<file path="src/rtl/demux1x4_reg_if.sv">
// demux1x4_reg bus: one producer-side stream and
// four registered consumer channels with counters.
interface demux1x4_reg_if #(
   parameter int DATA_WIDTH  = 8,
   parameter int COUNT_WIDTH = 8
);
   logic [1:0]             sel;
   logic [DATA_WIDTH-1:0]  in_data;
   logic                   in_valid;
   logic                   in_ready;
   logic [DATA_WIDTH-1:0]  out_data0;
   logic [DATA_WIDTH-1:0]  out_data1;
   logic [DATA_WIDTH-1:0]  out_data2;
   logic [DATA_WIDTH-1:0]  out_data3;
   logic [3:0]             out_valid;
   logic [3:0]             out_ready;
   logic [COUNT_WIDTH-1:0] count0;
   logic [COUNT_WIDTH-1:0] count1;
   logic [COUNT_WIDTH-1:0] count2;
   logic [COUNT_WIDTH-1:0] count3;

   modport master (
      output sel,
      output in_data,
      output in_valid,
      input  in_ready,
      input  out_data0,
      input  out_data1,
      input  out_data2,
      input  out_data3,
      input  out_valid,
      output out_ready,
      input  count0,
      input  count1,
      input  count2,
      input  count3
   );

   modport slave (
      input  sel,
      input  in_data,
      input  in_valid,
      output in_ready,
      output out_data0,
      output out_data1,
      output out_data2,
      output out_data3,
      output out_valid,
      input  out_ready,
      output count0,
      output count1,
      output count2,
      output count3
   );
endinterface

</file>
<file path="src/rtl/demux1x4_reg.sv">
// Registered 1-to-4 demultiplexer: one input stream
// routed by sel into four one-word channel registers.
module demux1x4_reg #(
   parameter int DATA_WIDTH  = 8,
   parameter int COUNT_WIDTH = 8
) (
   input logic CLK,
   input logic RST,
   input logic CE,
   demux1x4_reg_if.slave bus
);

   logic [DATA_WIDTH-1:0]  data_q [4];
   logic [COUNT_WIDTH-1:0] cnt_q  [4];
   logic [3:0]             vld_q;

   logic                   rdy;
   logic                   acc;
   logic [3:0]             ld;
   logic [3:0]             drn;

   // Ready depends only on the targeted channel's
   // occupancy and its consumer, never on in_valid.
   always_comb begin
      rdy = CE & (~vld_q[bus.sel] | bus.out_ready[bus.sel]);
      acc = CE & bus.in_valid & rdy;
      ld  = 4'b0000;
      if (acc) begin
         ld[bus.sel] = 1'b1;
      end
      drn = {4{CE}} & vld_q & bus.out_ready;
   end

   // Per-channel holding register, valid flag and
   // saturating accept counter; reset beats CE.
   always_ff @(posedge CLK) begin
      if (RST) begin
         vld_q <= 4'b0000;
         for (int k = 0; k < 4; k++) begin
            data_q[k] <= '0;
            cnt_q[k]  <= '0;
         end
      end else if (CE) begin
         for (int k = 0; k < 4; k++) begin
            if (ld[k]) begin
               data_q[k] <= bus.in_data;
               vld_q[k]  <= 1'b1;
               if (cnt_q[k] != '1) begin
                  cnt_q[k] <= cnt_q[k] + COUNT_WIDTH'(1);
               end
            end else if (drn[k]) begin
               vld_q[k] <= 1'b0;
            end
         end
      end
   end

   assign bus.in_ready  = rdy;
   assign bus.out_valid = vld_q;
   assign bus.out_data0 = data_q[0];
   assign bus.out_data1 = data_q[1];
   assign bus.out_data2 = data_q[2];
   assign bus.out_data3 = data_q[3];
   assign bus.count0    = cnt_q[0];
   assign bus.count1    = cnt_q[1];
   assign bus.count2    = cnt_q[2];
   assign bus.count3    = cnt_q[3];

endmodule
</file>
<file path="src/flat_wrapper.sv">
// flat-port wrapper written by rule: the top's interface ports become plain ports
module demux1x4_reg_flat 
#(
   parameter int DATA_WIDTH  = 8,
   parameter int COUNT_WIDTH = 8
)
  (CLK, RST, CE, bus_sel, bus_in_data, bus_in_valid, bus_in_ready, bus_out_data0, bus_out_data1, bus_out_data2, bus_out_data3, bus_out_valid, bus_out_ready, bus_count0, bus_count1, bus_count2, bus_count3);
  demux1x4_reg_if #(.DATA_WIDTH(DATA_WIDTH), .COUNT_WIDTH(COUNT_WIDTH)) bus_i ();
  input logic CLK;
  input logic RST;
  input logic CE;
  input wire logic [$bits(bus_i.sel)-1:0] bus_sel;
  input wire logic [$bits(bus_i.in_data)-1:0] bus_in_data;
  input wire logic [$bits(bus_i.in_valid)-1:0] bus_in_valid;
  output wire logic [$bits(bus_i.in_ready)-1:0] bus_in_ready;
  output wire logic [$bits(bus_i.out_data0)-1:0] bus_out_data0;
  output wire logic [$bits(bus_i.out_data1)-1:0] bus_out_data1;
  output wire logic [$bits(bus_i.out_data2)-1:0] bus_out_data2;
  output wire logic [$bits(bus_i.out_data3)-1:0] bus_out_data3;
  output wire logic [$bits(bus_i.out_valid)-1:0] bus_out_valid;
  input wire logic [$bits(bus_i.out_ready)-1:0] bus_out_ready;
  output wire logic [$bits(bus_i.count0)-1:0] bus_count0;
  output wire logic [$bits(bus_i.count1)-1:0] bus_count1;
  output wire logic [$bits(bus_i.count2)-1:0] bus_count2;
  output wire logic [$bits(bus_i.count3)-1:0] bus_count3;
  assign bus_i.sel = bus_sel;
  assign bus_i.in_data = bus_in_data;
  assign bus_i.in_valid = bus_in_valid;
  assign bus_in_ready = bus_i.in_ready;
  assign bus_out_data0 = bus_i.out_data0;
  assign bus_out_data1 = bus_i.out_data1;
  assign bus_out_data2 = bus_i.out_data2;
  assign bus_out_data3 = bus_i.out_data3;
  assign bus_out_valid = bus_i.out_valid;
  assign bus_i.out_ready = bus_out_ready;
  assign bus_count0 = bus_i.count0;
  assign bus_count1 = bus_i.count1;
  assign bus_count2 = bus_i.count2;
  assign bus_count3 = bus_i.count3;
  demux1x4_reg #(.DATA_WIDTH(DATA_WIDTH), .COUNT_WIDTH(COUNT_WIDTH)) u_core (.CLK(CLK), .RST(RST), .CE(CE), .bus(bus_i));
endmodule
</file>
<file path="config.mk">
export PLATFORM = sky130hd
export DESIGN_NAME = demux1x4_reg_flat
export DESIGN_NICKNAME = d
export VERILOG_FILES = /design/src/rtl/demux1x4_reg_if.sv /design/src/rtl/demux1x4_reg.sv /design/src/flat_wrapper.sv
export SDC_FILE = /design/constraint.sdc
export NUM_CORES = 1
export LEC_CHECK = 0
export CORE_ASPECT_RATIO = 1.5
export CORE_MARGIN = 2
export CORE_UTILIZATION = 40
export CTS_CLUSTER_DIAMETER = 30
export DETAILED_ROUTE_END_ITERATION = 16
export DONT_BUFFER_PORTS = 1
export GPL_TIMING_DRIVEN = 0
export PLACE_DENSITY = 0.57
export RECOVER_POWER = 50
export SLEW_MARGIN = 0
export SYNTH_ARGS = -nofsm -noshare
export SYNTH_HDL_FRONTEND = slang
export SYNTH_SLANG_ARGS = --single-unit
</file>
<file path="constraint.sdc">
create_clock -name CLK -period 3.2 [get_ports CLK]
set_input_delay 0.64 -clock CLK [delete_from_list [all_inputs] [get_ports CLK]]
set_output_delay 0.64 -clock CLK [all_outputs]
set_load 0.005 [all_outputs]
</file>
---- Word-level counts from Yosys, hierarchy flattened ----
Memories as Yosys holds them, arrays and structs flattened.
Cells that the tools add are included.
word-level totals
  RAM bits ................................ 64
  memories ................................ 2
  word-level logic and storage cells ...... 101
  bits in registers ....................... 4
  bits of input ports ..................... 18
memories
  memory         depth  bits a word  read ports  clocked after Yosys merged registers in  write ports  RTL line            RTL
  u_core.cnt_q   4      8            4           0                                        4            demux1x4_reg.sv:14  logic [COUNT_WIDTH-1:0] cnt_q [4];
  u_core.data_q  4      8            4           0                                        4            demux1x4_reg.sv:13  logic [DATA_WIDTH-1:0] data_q [4];
operators by class
  $add $sub $neg .......................... 4
  bitwise operators ....................... 15
  reduce and logical (&&, ||, !) cells .... 9
  equal/unequal tests ..................... 4
  magnitude comparators ................... 2
  multiplexer cells ....................... 61
operators with widths
  cell                   number
  $mux W8                8
  $mux W1                49
  $add A8 B1 Y8 const B  4
  $ne A8 B8 Y1 const B   4
  $or A1 B1 Y1           9
  $and A4 B4 Y4          2
  $reduce_and A2 Y1      4
  $reduce_bool A2 Y1     4
  $bmux W1 S2            2
  $mux W4                1
  $and A1 B1 Y1          3
  $lt A2 B3 Y1 const B   1
  $demux W1 S2           1
  $ge A2 B1 Y1 const B   1
  $logic_and A1 B1 Y1    1
  $not A1 Y1             1

---- Depth between registers and ports, before layout ----
  depth in word-level cells ............... 12
  gate-level depth with buffers ........... 5

---- Worst setup path after synthesis ----
OpenSTA, ideal clock, no wires.
  path kind ............................... input to register
  from .................................... in CE
  to ...................................... mem u_core.cnt_q[0][0] (enable)
  path slack .............................. 1065 ps
  arrival time ............................ 1760 ps
  cell stages on the path ................. 4
  path buffers ............................ 1
  cells stage by stage .................... buf_6 > nand3b_4 > or3_2 > o21bai_1
RTL lines
  element      RTL line            RTL
  from (decl)  flat_wrapper.sv:11  input logic CE;
  to (decl)    demux1x4_reg.sv:14

==> flow_metrics.env <==
export IMPL_num_vias=2044
export IMPL_slew_viol_final=0
export IMPL_cts_hold_buf=0
export IMPL_max_slew_margin_pct=7.96
export IMPL_antenna_left=0
export IMPL_synth_edf_count=64
export IMPL_placedInstanceArea_um2=3360
export IMPL_timing_hold_violations_final=0
export IMPL_timing_setup_tns_ns=0
export IMPL_start_kind="input pin"
export IMPL_whs_endpoint="u_core.bus.out_valid[0]"
export IMPL_achievable_frequency_mhz=441
export IMPL_die_area_um2=8820
export IMPL_avgSynthCellArea_um2=12.7
export IMPL_synth_ff_type="edfxtp_1"
export IMPL_setup_ws_ns=0.934
export IMPL_grt_pass1_vias=2037
export IMPL_htree_levels=3
export IMPL_timing_rr_end="u_core.cnt_q[0][2]"
export IMPL_area_delta_synth_final_pct=11.7
export IMPL_gp_congestion=0.731
export IMPL_regToRegStartpoint="u_core.cnt_q[0][0]"
export IMPL_hold_path_class="in -> reg"
export IMPL_ys_seq_area_share_pct=62.0
export IMPL_yosys_area_top_type_share_pct=59.6
export IMPL_crit_required_ns=3.16
export IMPL_cts_resized=0
export IMPL_pre_cts_slack_ns=0.804
export IMPL_fillerInstances=775
export IMPL_grt_max_degree=13
export IMPL_multi_input_area_um2=1160
export IMPL_yosysTopAreaCell="edfxtp_1"
export IMPL_core_area_um2=7910
export IMPL_port_buffers=0
export IMPL_synth_seq_cells=68
export IMPL_clockBufferDepth=2
export IMPL_p_leak_nw=1.22
export IMPL_clk_pin_slew_ns=0.05
export IMPL_track_usage_pct=16.1
export IMPL_avgRoutedWirePerCell_um=17.6
export IMPL_vias_per_cell=5.42
export IMPL_synth_async_reset_ratio_pct=0
export IMPL_clk_latency_ns=0.33
export IMPL_root_buffer="clkbuf_16"
export IMPL_cts_sinks=68
export IMPL_tightest_slew_ns=1.37
export IMPL_cts_setup_buffers=0
export IMPL_antenna_found_initial=0
export IMPL_rr_worst_depth=4
export IMPL_p_per_area_nw_per_um2=559
export IMPL_worst_ir_drop_vdd_mv=0.295
export IMPL_fin_crit_ns=2.27
export IMPL_reg2reg_slack_ns=1.02
export IMPL_routed_wl_mm=6.65
export IMPL_pin_count=87
export IMPL_fin_area_um2=3600
export IMPL_worstPathArrival_ns=2.22
export IMPL_die_h_um=114
export IMPL_drc=0
export IMPL_numCtsBuffers=9
export IMPL_ff_latch_area_um2=2000
export IMPL_drive_gt1_share_pct=10.3
export IMPL_synth_nets=277
export IMPL_fin_worst_skew_ns=0.00508
export IMPL_hpwl_mm=4.81
export IMPL_nets=289
export IMPL_initial_utilization_pct=40.8
export IMPL_grt_ovfl_total=0
export IMPL_cts_tree="yes"
export IMPL_setup_viol=0
export IMPL_critPathCaptureType="flip-flop"
export IMPL_yosys_warnings=0
export IMPL_antenna_cells=0
export IMPL_synth_area_leaders="edfxtp_1, and2_1, nand3_1, dfxtp_1, nand2_1"
export IMPL_grt_pass1_wl_mm=10.7
export IMPL_rsz0062_at_grt="no"
export IMPL_hold_path_depth=3
export IMPL_rows=40
export IMPL_firstDrtPassIters=4
export IMPL_drv_cap=0
export IMPL_initialDrtViolationCount=92
export IMPL_synth_cell_types=42
export IMPL_fin_crit_sh_pct=70.8
export IMPL_status="finished clean"
export IMPL_worst_setup_path_type="in -> reg"
export IMPL_cp_max_fo=9
export IMPL_synth_area_um2=3230
export IMPL_hp_start="bus_out_ready[0]"
export IMPL_die_x_um=77.3
export IMPL_netlist_instances=255
==> per-layer routing <==
metal | track usage (%) | up-vias | share of wire [%]
met4 | 7.50 | 0 | 1.8
li1 | - | 995 | -
met1 | 18.5 | 973 | 40
met3 | 8.07 | 10 | 8.2
met2 | 25.2 | 66 | 50
met5 | 0 | - | 0
==> registers in the layout (all words and copies together), names as in the netlist <==
register	cells
u_core.cnt_q	32
u_core.bus.out_valid	4
u_core.data_q	32
==> power breakdown <==
part           switching, mW  internal [mW]  total, mW
logic                 0.0470         0.0258     0.0728
registers             0.0397           1.01       1.05
clock network          0.367          0.522      0.889
total                  0.454           1.56       2.01
==> how the worst max path moves through the flow <==
stage                               to          startpoint  cells after the start  slack [ns]
floorplan           u_core.cnt_q[0][0]                  CE                      4        1.06
global placement    u_core.cnt_q[0][6]                  CE                      4        0.83
detailed placement  u_core.cnt_q[0][6]                  CE                      4        0.80
CTS                 u_core.cnt_q[0][2]  u_core.cnt_q[0][0]                      4        0.98
global route        u_core.cnt_q[0][6]                  CE                      4        0.81
finish              u_core.cnt_q[0][2]                  CE                      4        0.93
==> per-stage QoR <==
stage / hold WS (ns) / utilization [%] / cells / power [mW]
finish: 0.500 / 45.6 / 377 / 2.01
global route: 0.486 / 45.6 / 377 / 2.09
CTS: 0.485 / 45.9 / 376 / 2.04
detailed placement: 0.498 / 42.5 / 360 / 1.15
global placement: 0.489 / 42.5 / 360 / 1.15
floorplan: 0.461 / - / 255 / 1.12
==> synthesized netlist by cell type (all sizes together) (6+ instances only) <==
master / n
a21oi: 9
or3: 10
and2: 32
xor2: 8
and4: 7
nand2: 21
o21ai: 8
nor3: 13
nand3: 17
edfxtp: 64
nand2b: 6
==> critical path, stage by stage <==
cell and delay [ns]:
clkbuf_1 0.29, nand3b_2 0.13, or3_2 0.50, o21bai_1 0.66
==> final cells by class <==
cell class	count	share of cell area, %
timing repair buffer	1	0.139
clock inverter	6	1.11
tap	105	3.65
sequential	68	55.6
buffer	8	0.937
clock buffer	10	6.35
multi-input combinational	178	32.2
inverter	1	0.104
==> layout by cell type (no fill, tap or decap), types with 2 or more instances in the layout <==
master | Yosys | final
a211oi_1 | 3 | 3
a21oi_1 | 9 | 9
a311oi_1 | 2 | 2
a311oi_2 | 2 | 2
a41oi_1 | 4 | 4
and2_0 | 0 | 10
and2_1 | 32 | 22
and3_1 | 2 | 2
and4_1 | 7 | 7
clkbuf_1 | 4 | 8
clkbuf_16 | 0 | 9
clkinvlp_4 | 0 | 3
dfxtp_1 | 4 | 4
edfxtp_1 | 64 | 64
ha_1 | 4 | 4
nand2_1 | 21 | 21
nand2b_1 | 6 | 6
nand3_1 | 17 | 17
nor2_1 | 4 | 4
nor2b_1 | 2 | 2
nor3_1 | 11 | 11
nor3_2 | 2 | 2
nor3b_1 | 3 | 3
nor4_1 | 2 | 2
o21ai_0 | 8 | 8
o21bai_1 | 4 | 4
or3_1 | 9 | 9
xnor2_1 | 4 | 4
xor2_1 | 8 | 8
==> cell families after synthesis <==
| logic type | after synthesis | share of synthesized area (%) |
|---|---|---|
| and+or+nand+nor | 127 | 23.7 |
| xor gates and xnor gates | 12 | 3.26 |
| adders and majority gates | 4 | 1.55 |
| muxes | 1 | 0.349 |
| buffers and inverters | 9 | 1.67 |
| DFF | 68 | 62.0 |
| AOI/OAI and AO/OA | 34 | 7.48 |
(Power assumes the default switching activity.)
